--- config.mk ---
export PLATFORM = sky130hd
export DESIGN_NAME = cali_lookup_seq
export DESIGN_NICKNAME = d
export VERILOG_FILES = /design/src/rtl/cali_pkg.sv /design/src/rtl/cali_mac.sv /design/src/rtl/cali_lookup_seq.sv
export SDC_FILE = /design/constraint.sdc
export NUM_CORES = 1
export LEC_CHECK = 0
export ABC_AREA = 1
export CAP_MARGIN = 10
export CORE_MARGIN = 1.5
export CORE_UTILIZATION = 34
export CTS_CLUSTER_DIAMETER = 120
export CTS_CLUSTER_SIZE = 10
export DETAILED_ROUTE_END_ITERATION = 8
export REMOVE_ABC_BUFFERS = 1
export SLEW_MARGIN = 20
export SYNTH_ARGS = -nofsm -noshare
export SYNTH_HDL_FRONTEND = slang
export SYNTH_SLANG_ARGS = --single-unit
--- constraint.sdc ---
create_clock -name clk_clk -period 11 [get_ports clk_clk]
set_input_delay 2.75 -clock clk_clk [delete_from_list [all_inputs] [get_ports clk_clk]]
set_output_delay 2.75 -clock clk_clk [all_outputs]
set_load 0.1 [all_outputs]
--- src/rtl/cali_pkg.sv ---
// Shared state encoding, parameter defaults and datapath width helpers for the
// calibration lookup sequencer.
package cali_pkg;

    typedef enum logic [2:0] {
        IDLE,
        RD_OFF,
        RD_GAIN,
        CALC,
        OUT
    } cali_state_e;

    localparam int DATA_W_DEF    = 16;
    localparam int COEF_FRAC_DEF = 14;
    localparam int OFFS_BASE_DEF = 0;
    localparam int GAIN_BASE_DEF = 256;

    // diff keeps one extra bit so raw - offset never overflows
    function automatic int cali_diff_w(input int data_w);
        return data_w + 1;
    endfunction

    function automatic int cali_prod_w(input int data_w);
        return 2 * (data_w + 1);
    endfunction

endpackage

--- src/rtl/cali_mac.sv ---
// Combinational correction datapath: ((raw - offset) * gain + half) >>> COEF_FRAC.
// Build option CALI_SAT_EN clamps to the signed DATA_W range; otherwise the result wraps.
module cali_mac
    import cali_pkg::*;
#(
    parameter int DATA_W    = DATA_W_DEF,
    parameter int COEF_FRAC = COEF_FRAC_DEF
) (
    input  logic [DATA_W-1:0] i_raw,
    input  logic [DATA_W-1:0] i_offset,
    input  logic [DATA_W-1:0] i_gain,
    output logic [DATA_W-1:0] o_res,
    output logic              o_sat
);

    localparam int DIFF_W = cali_diff_w(DATA_W);
    localparam int PROD_W = cali_prod_w(DATA_W);
    localparam logic signed [PROD_W-1:0] RND_HALF = PROD_W'(1) << (COEF_FRAC - 1);

    logic signed [DIFF_W-1:0] w_diff;
    logic signed [DIFF_W-1:0] w_gain;
    logic signed [PROD_W-1:0] w_prod;
    logic signed [PROD_W-1:0] w_rnd;

    assign w_diff = $signed({i_raw[DATA_W-1], i_raw}) - $signed({i_offset[DATA_W-1], i_offset});
    assign w_gain = $signed({1'b0, i_gain});
    assign w_prod = PROD_W'(w_diff) * PROD_W'(w_gain);
    assign w_rnd  = (w_prod + RND_HALF) >>> COEF_FRAC;

`ifdef CALI_SAT_EN
    localparam logic signed [PROD_W-1:0] SAT_MAX = {{(PROD_W-DATA_W+1){1'b0}}, {(DATA_W-1){1'b1}}};
    localparam logic signed [PROD_W-1:0] SAT_MIN = {{(PROD_W-DATA_W+1){1'b1}}, {(DATA_W-1){1'b0}}};

    always_comb begin
        o_res = w_rnd[DATA_W-1:0];
        o_sat = 1'b0;
        if (w_rnd > SAT_MAX) begin
            o_res = SAT_MAX[DATA_W-1:0];
            o_sat = 1'b1;
        end else if (w_rnd < SAT_MIN) begin
            o_res = SAT_MIN[DATA_W-1:0];
            o_sat = 1'b1;
        end
    end
`else
    logic w_unused_hi;

    assign o_res       = w_rnd[DATA_W-1:0];
    assign o_sat       = 1'b0;
    assign w_unused_hi = ^w_rnd[PROD_W-1:DATA_W];
`endif

endmodule

--- src/rtl/cali_lookup_seq.sv ---
// Per-sample calibration sequencer: tracks channel within frame, fetches offset/gain
// from the calibration RAM read port and emits the corrected sample. Option: CALI_SAT_EN.
//
// state   | meaning
// IDLE    | s_ready high, waiting for a raw sample
// RD_OFF  | offset address on RAM port
// RD_GAIN | gain address on RAM port, offset captured
// CALC    | gain arrives, corrected result registered
// OUT     | m_valid high, held until m_ready
module cali_lookup_seq
    import cali_pkg::*;
#(
    parameter int N_CH      = 64,
    parameter int ADDR_W    = 9,
    parameter int DATA_W    = DATA_W_DEF,
    parameter int COEF_FRAC = COEF_FRAC_DEF,
    parameter int OFFS_BASE = OFFS_BASE_DEF,
    parameter int GAIN_BASE = GAIN_BASE_DEF
) (
    input  logic              clk_clk,
    input  logic              reset_reset_n,
    input  logic              s_valid,
    output logic              s_ready,
    input  logic [DATA_W-1:0] s_data,
    input  logic              s_sof,
    output logic              m_valid,
    input  logic              m_ready,
    output logic [DATA_W-1:0] m_data,
    output logic              m_sof,
    output logic              m_sat,
    output logic [ADDR_W-1:0] ram_address,
    output logic              ram_chipselect,
    output logic              ram_clken,
    output logic              ram_write,
    output logic [DATA_W-1:0] ram_writedata,
    output logic [1:0]        ram_byteenable,
    input  logic [DATA_W-1:0] ram_readdata,
    output logic              err_frame,
    input  logic              err_clr
);

    localparam int CH_W = (N_CH > 1) ? $clog2(N_CH) : 1;
    localparam logic [CH_W-1:0]   CH_LAST   = CH_W'(N_CH - 1);
    localparam logic [ADDR_W-1:0] OFFS_ADDR = ADDR_W'(OFFS_BASE);
    localparam logic [ADDR_W-1:0] GAIN_ADDR = ADDR_W'(GAIN_BASE);

    cali_state_e       r_state;
    logic              r_s_ready;
    logic [DATA_W-1:0] r_raw;
    logic              r_sof;
    logic [DATA_W-1:0] r_offset;
    logic [CH_W-1:0]   r_ch;
    logic [CH_W-1:0]   r_ch_cur;
    logic              r_m_valid;
    logic [DATA_W-1:0] r_m_data;
    logic              r_m_sof;
    logic              r_m_sat;
    logic [ADDR_W-1:0] r_ram_address;
    logic              r_ram_cs;
    logic              r_ram_clken;
    logic              r_err;

    logic              w_accept;
    logic [CH_W-1:0]   w_ch_res;
    logic [CH_W-1:0]   w_ch_nxt;
    logic              w_err_new;
    logic [DATA_W-1:0] w_mac_res;
    logic              w_mac_sat;

    // r_ch is the channel expected next; sof forces 0, and an unexpected wrap is also channel 0
    assign w_accept  = (r_state == IDLE) && r_s_ready && s_valid;
    assign w_ch_res  = s_sof ? '0 : r_ch;
    assign w_ch_nxt  = (w_ch_res == CH_LAST) ? '0 : w_ch_res + CH_W'(1);
    assign w_err_new = w_accept && (s_sof != (r_ch == '0));

    cali_mac #(
        .DATA_W    (DATA_W),
        .COEF_FRAC (COEF_FRAC)
    ) u_mac (
        .i_raw    (r_raw),
        .i_offset (r_offset),
        .i_gain   (ram_readdata),
        .o_res    (w_mac_res),
        .o_sat    (w_mac_sat)
    );

    always_ff @(posedge clk_clk or negedge reset_reset_n) begin
        if (!reset_reset_n) begin
            r_state       <= IDLE;
            r_s_ready     <= 1'b0;
            r_raw         <= '0;
            r_sof         <= 1'b0;
            r_offset      <= '0;
            r_ch          <= '0;
            r_ch_cur      <= '0;
            r_m_valid     <= 1'b0;
            r_m_data      <= '0;
            r_m_sof       <= 1'b0;
            r_m_sat       <= 1'b0;
            r_ram_address <= '0;
            r_ram_cs      <= 1'b0;
            r_ram_clken   <= 1'b0;
            r_err         <= 1'b0;
        end else begin
            r_err <= (r_err & ~err_clr) | w_err_new;
            case (r_state)
                IDLE: begin
                    r_s_ready <= 1'b1;
                    if (w_accept) begin
                        r_s_ready     <= 1'b0;
                        r_raw         <= s_data;
                        r_sof         <= s_sof;
                        r_ch_cur      <= w_ch_res;
                        r_ch          <= w_ch_nxt;
                        r_ram_address <= OFFS_ADDR + ADDR_W'(w_ch_res);
                        r_ram_cs      <= 1'b1;
                        r_ram_clken   <= 1'b1;
                        r_state       <= RD_OFF;
                    end
                end
                RD_OFF: begin
                    r_ram_address <= GAIN_ADDR + ADDR_W'(r_ch_cur);
                    r_state       <= RD_GAIN;
                end
                RD_GAIN: begin
                    r_offset      <= ram_readdata;
                    r_ram_address <= '0;
                    r_ram_cs      <= 1'b0;
                    r_state       <= CALC;
                end
                CALC: begin
                    // clken stays high through here so the gain word can be captured
                    r_ram_clken <= 1'b0;
                    r_m_data    <= w_mac_res;
                    r_m_sat     <= w_mac_sat;
                    r_m_sof     <= r_sof;
                    r_m_valid   <= 1'b1;
                    r_state     <= OUT;
                end
                OUT: begin
                    if (m_ready) begin
                        r_m_valid <= 1'b0;
                        r_s_ready <= 1'b1;
                        r_state   <= IDLE;
                    end
                end
                default: begin
                    r_state <= IDLE;
                end
            endcase
        end
    end

    assign s_ready        = r_s_ready;
    assign m_valid        = r_m_valid;
    assign m_data         = r_m_data;
    assign m_sof          = r_m_sof;
    assign m_sat          = r_m_sat;
    assign ram_address    = r_ram_address;
    assign ram_chipselect = r_ram_cs;
    assign ram_clken      = r_ram_clken;
    assign ram_write      = 1'b0;
    assign ram_writedata  = '0;
    assign ram_byteenable = 2'b11;
    assign err_frame      = r_err;

endmodule

==> summary.txt <==
Status = finished, final reports clean
Share of cells above drive strength 1 = 4.07%
Number of global-route vias before repair = 11942
Setup TNS = 0 ns
Cell mode on critical path = fa_1
Grt total ovfl = 0
Clk_skew = 0.0119 ns
DP Area = 15200 sq um
Kind of critical path = in -> reg
Worst hold path startpoint = ram_address[8]
Routed Antenna Nets = 0
Post-synthesis cell count = 1769
Number of fill cells = 4217
Synth cell types = 50
Worst path top cell family by delay = adder cells
Hold WC Path Type = reg -> reg
Initial Utilization = 34.4%
Design Area, Final = 15500 sq um
Reg-to-Reg Start = r_offset[0]
DIE AREA = 42500 sq um
Clock Pin Slew Worst Setup and Hold Paths = 0.07 ns
Setup repair after global routing missed its margin = no
Wirelength per Cell = 15.5 um
First-pass GRT wire length = 61400 um
Least-Margin Pin Slew = 1.08 ns
Flops & latches, synth = 77
Die X = 206 um
CP Launch Type = input pin
Minimum clock period = 9.14 ns
Post-CTS sizing = 0
Root Driver = clkbuf_16
Cts bufs inserted = 9
Mapped Area = 14000 sq um
Initial antenna violation count = 0
Post-synth EDFFs = 0
Sequential share of the synthesized area = 13.7%
Largest area contributor in the netlist = fa_1
Asr flop ratio synth = 100%
Final setup fails = 0
Cells along the critical path = clkdlybuf4s50_1 > clkinv_1 > nor2_1 > fa_1 > fa_1 > fa_1 > fa_1 > fa_1 > inv_1 > fa_1 > inv_1 > ha_1 > nand2_1 > nor4_1 > nand3b_1 > nand3_1 > a21o_2 > nand3_1 > nand3_1 > nand2_1
I/O Pins = 89
DP HPWL = 30900 um
Register area = 1930 sq um
Syn_area_per_cell = 7.93 sq um
Initial drt markers = 637
Worst skew pair latency = 0.37 ns
Worst R2R Setup Slack = 3.01 ns
H-tree depth = 3
Overall routing resource usage = 18.7%
Crit end category = register
Multi-input logic area = 10200 sq um
Arrival time worst endpoint = 9.39 ns
Final Max Slew Viols = 0
Endpoints failing hold = 0
Crit path buf inv count = 4
Placer Congestion = 0.936
Setup bufs post-CTS = 0
Crit-path slowest cell = clkdlybuf4s50_1
F_max = 109 MHz
Max_cap viols = 0
Ys flop type = dfrtp_1
Die height = 206 um
CTS Hold Buffers Added = 0
DR DRC count = 0
Count of nets after finishing = 2205
Crit-path max FO = 11
Period utilization = 83.1%
DRT Pass-1 Iters = 5
Post-Route WL = 36400 um
CP max stage delay = 0.83 ns
Worst R2R Path Depth = 30
Sink Count = 77
FP Rows = 74
Synth warn = 0
PortBufs = 66
Synth area leaders = fa_1 (35%), dfrtp_1 (14%), inv_1 (11%)
Core Box Area = 40700 sq um
Final core utilization = 38.0%
List of most frequent post-synthesis cells = inv_1 (416), nand2_1 (348), fa_1 (246)
RR Endpoint = m_data[15]
Via density = 4.79
Worst Hold Endpoint = ram_address[8]
Min-Delay Path Depth = 2
Ant. Diodes = 0
Area Overhead vs Synth = 10.4%
Count leader, synth = inv_1
CTS max path bufs = 2
CTS tree = built
DR vias = 11258
Largest net degree at the start of global routing = 62
Slew HR = 27.4%
Share of the synthesized area in the top cell type = 35.1%
CP required = 11.25 ns
-- metrics by stage --
step	hold slack (ns)	std cells	worst slack, ns
6_report	0.477	2351	1.86
5_1_grt	0.504	2351	1.62
4_1_cts	0.487	2351	2.01
3_5_place_dp	0.470	2335	1.63
3_3_place_gp	0.463	2335	1.63
2_1_floorplan	0.449	1729	3.10
-- per-layer routing --
layer	share of wire (%)	GRT usage, %	up-vias
met3	5.5	2.43	44
li1	-	-	5247
met2	48	31.9	309
met4	2.2	5.31	0
met5	0	0	-
met1	44	24.8	5658
-- layout by cell type, fill, tap and decap left out, types with 3 or more instances in the layout --
cell type        Yosys  final
a21o_1               8      8
a21oi_1             56     56
a31oi_1              6      6
buf_4               22      9
clkbuf_16            0      9
clkdlybuf4s50_1      0     65
clkinv_1            11     11
conb_1               2     22
dfrtp_1             77     77
fa_1               246    246
ha_1               107    107
inv_1              416    416
inv_2                6      6
inv_6                0      3
nand2_1            348    348
nand2_2             12     12
nand3_1             51     51
nand3_2              5      5
nand4_1              8      8
nor2_1             215    215
nor3_1               6      6
nor4_1               4      4
o21a_1               3      3
o21ai_0             46     46
o21bai_1             4      4
or2_1                8      8
or2_2                9      9
xnor2_1              9      9
xor2_1              17     17
-- kinds of logic after synthesis --
logic type,synth area share (%)
adders and majority gates,44.7
and+or+nand+nor,20.3
DFF,13.7
other,0.0535
AOI/OAI and AO/OA,5.48
xor gates and xnor gates,1.86
buffers and inverters,13.9
-- worst max path at each step --
| stage | slack [ns] | to | startpoint | cells after the start |
|---|---|---|---|---|
| floorplan | 3.10 | m_data[15] | ram_readdata[5] | 22 |
| global placement | 1.63 | m_data[15] | ram_readdata[12] | 20 |
| detailed placement | 1.63 | m_data[15] | ram_readdata[12] | 20 |
| CTS | 2.01 | m_data[15] | ram_readdata[12] | 20 |
| global route | 1.62 | m_data[15] | ram_readdata[12] | 20 |
| finish | 1.86 | m_data[15] | ram_readdata[12] | 20 |
-- tightest hold or removal path: stages (launching register included) --
cell	delay [ns]
dfrtp_1	0.35
nand2_1	0.05
nand2_1	0.05
-- state kept, by name (all words and copies together), names as in the netlist --
register        flops
err_frame           1
r_state             3
r_raw              16
r_ch                6
ram_chipselect      1
ram_clken           1
ram_address         7
m_data             16
r_offset           16
s_ready             1
r_ch_cur            6
m_valid             1
r_sof               1
m_sof               1
-- final cells by class --
cell class                      count  share of cell area [%]
Clock inverter                      6                   0.493
Multi-Input combinational cell   1219                    66.1
Tap cell                          532                    4.30
Inverter                          433                    10.5
Sequential cell                    77                    12.4
Timing Repair Buffer               74                    4.64
Clock buffer                       10                    1.54
Power is left out: the tool's default activity adds up to more than one toggle a clock period on the data nets, which glitch-free logic cannot reach.
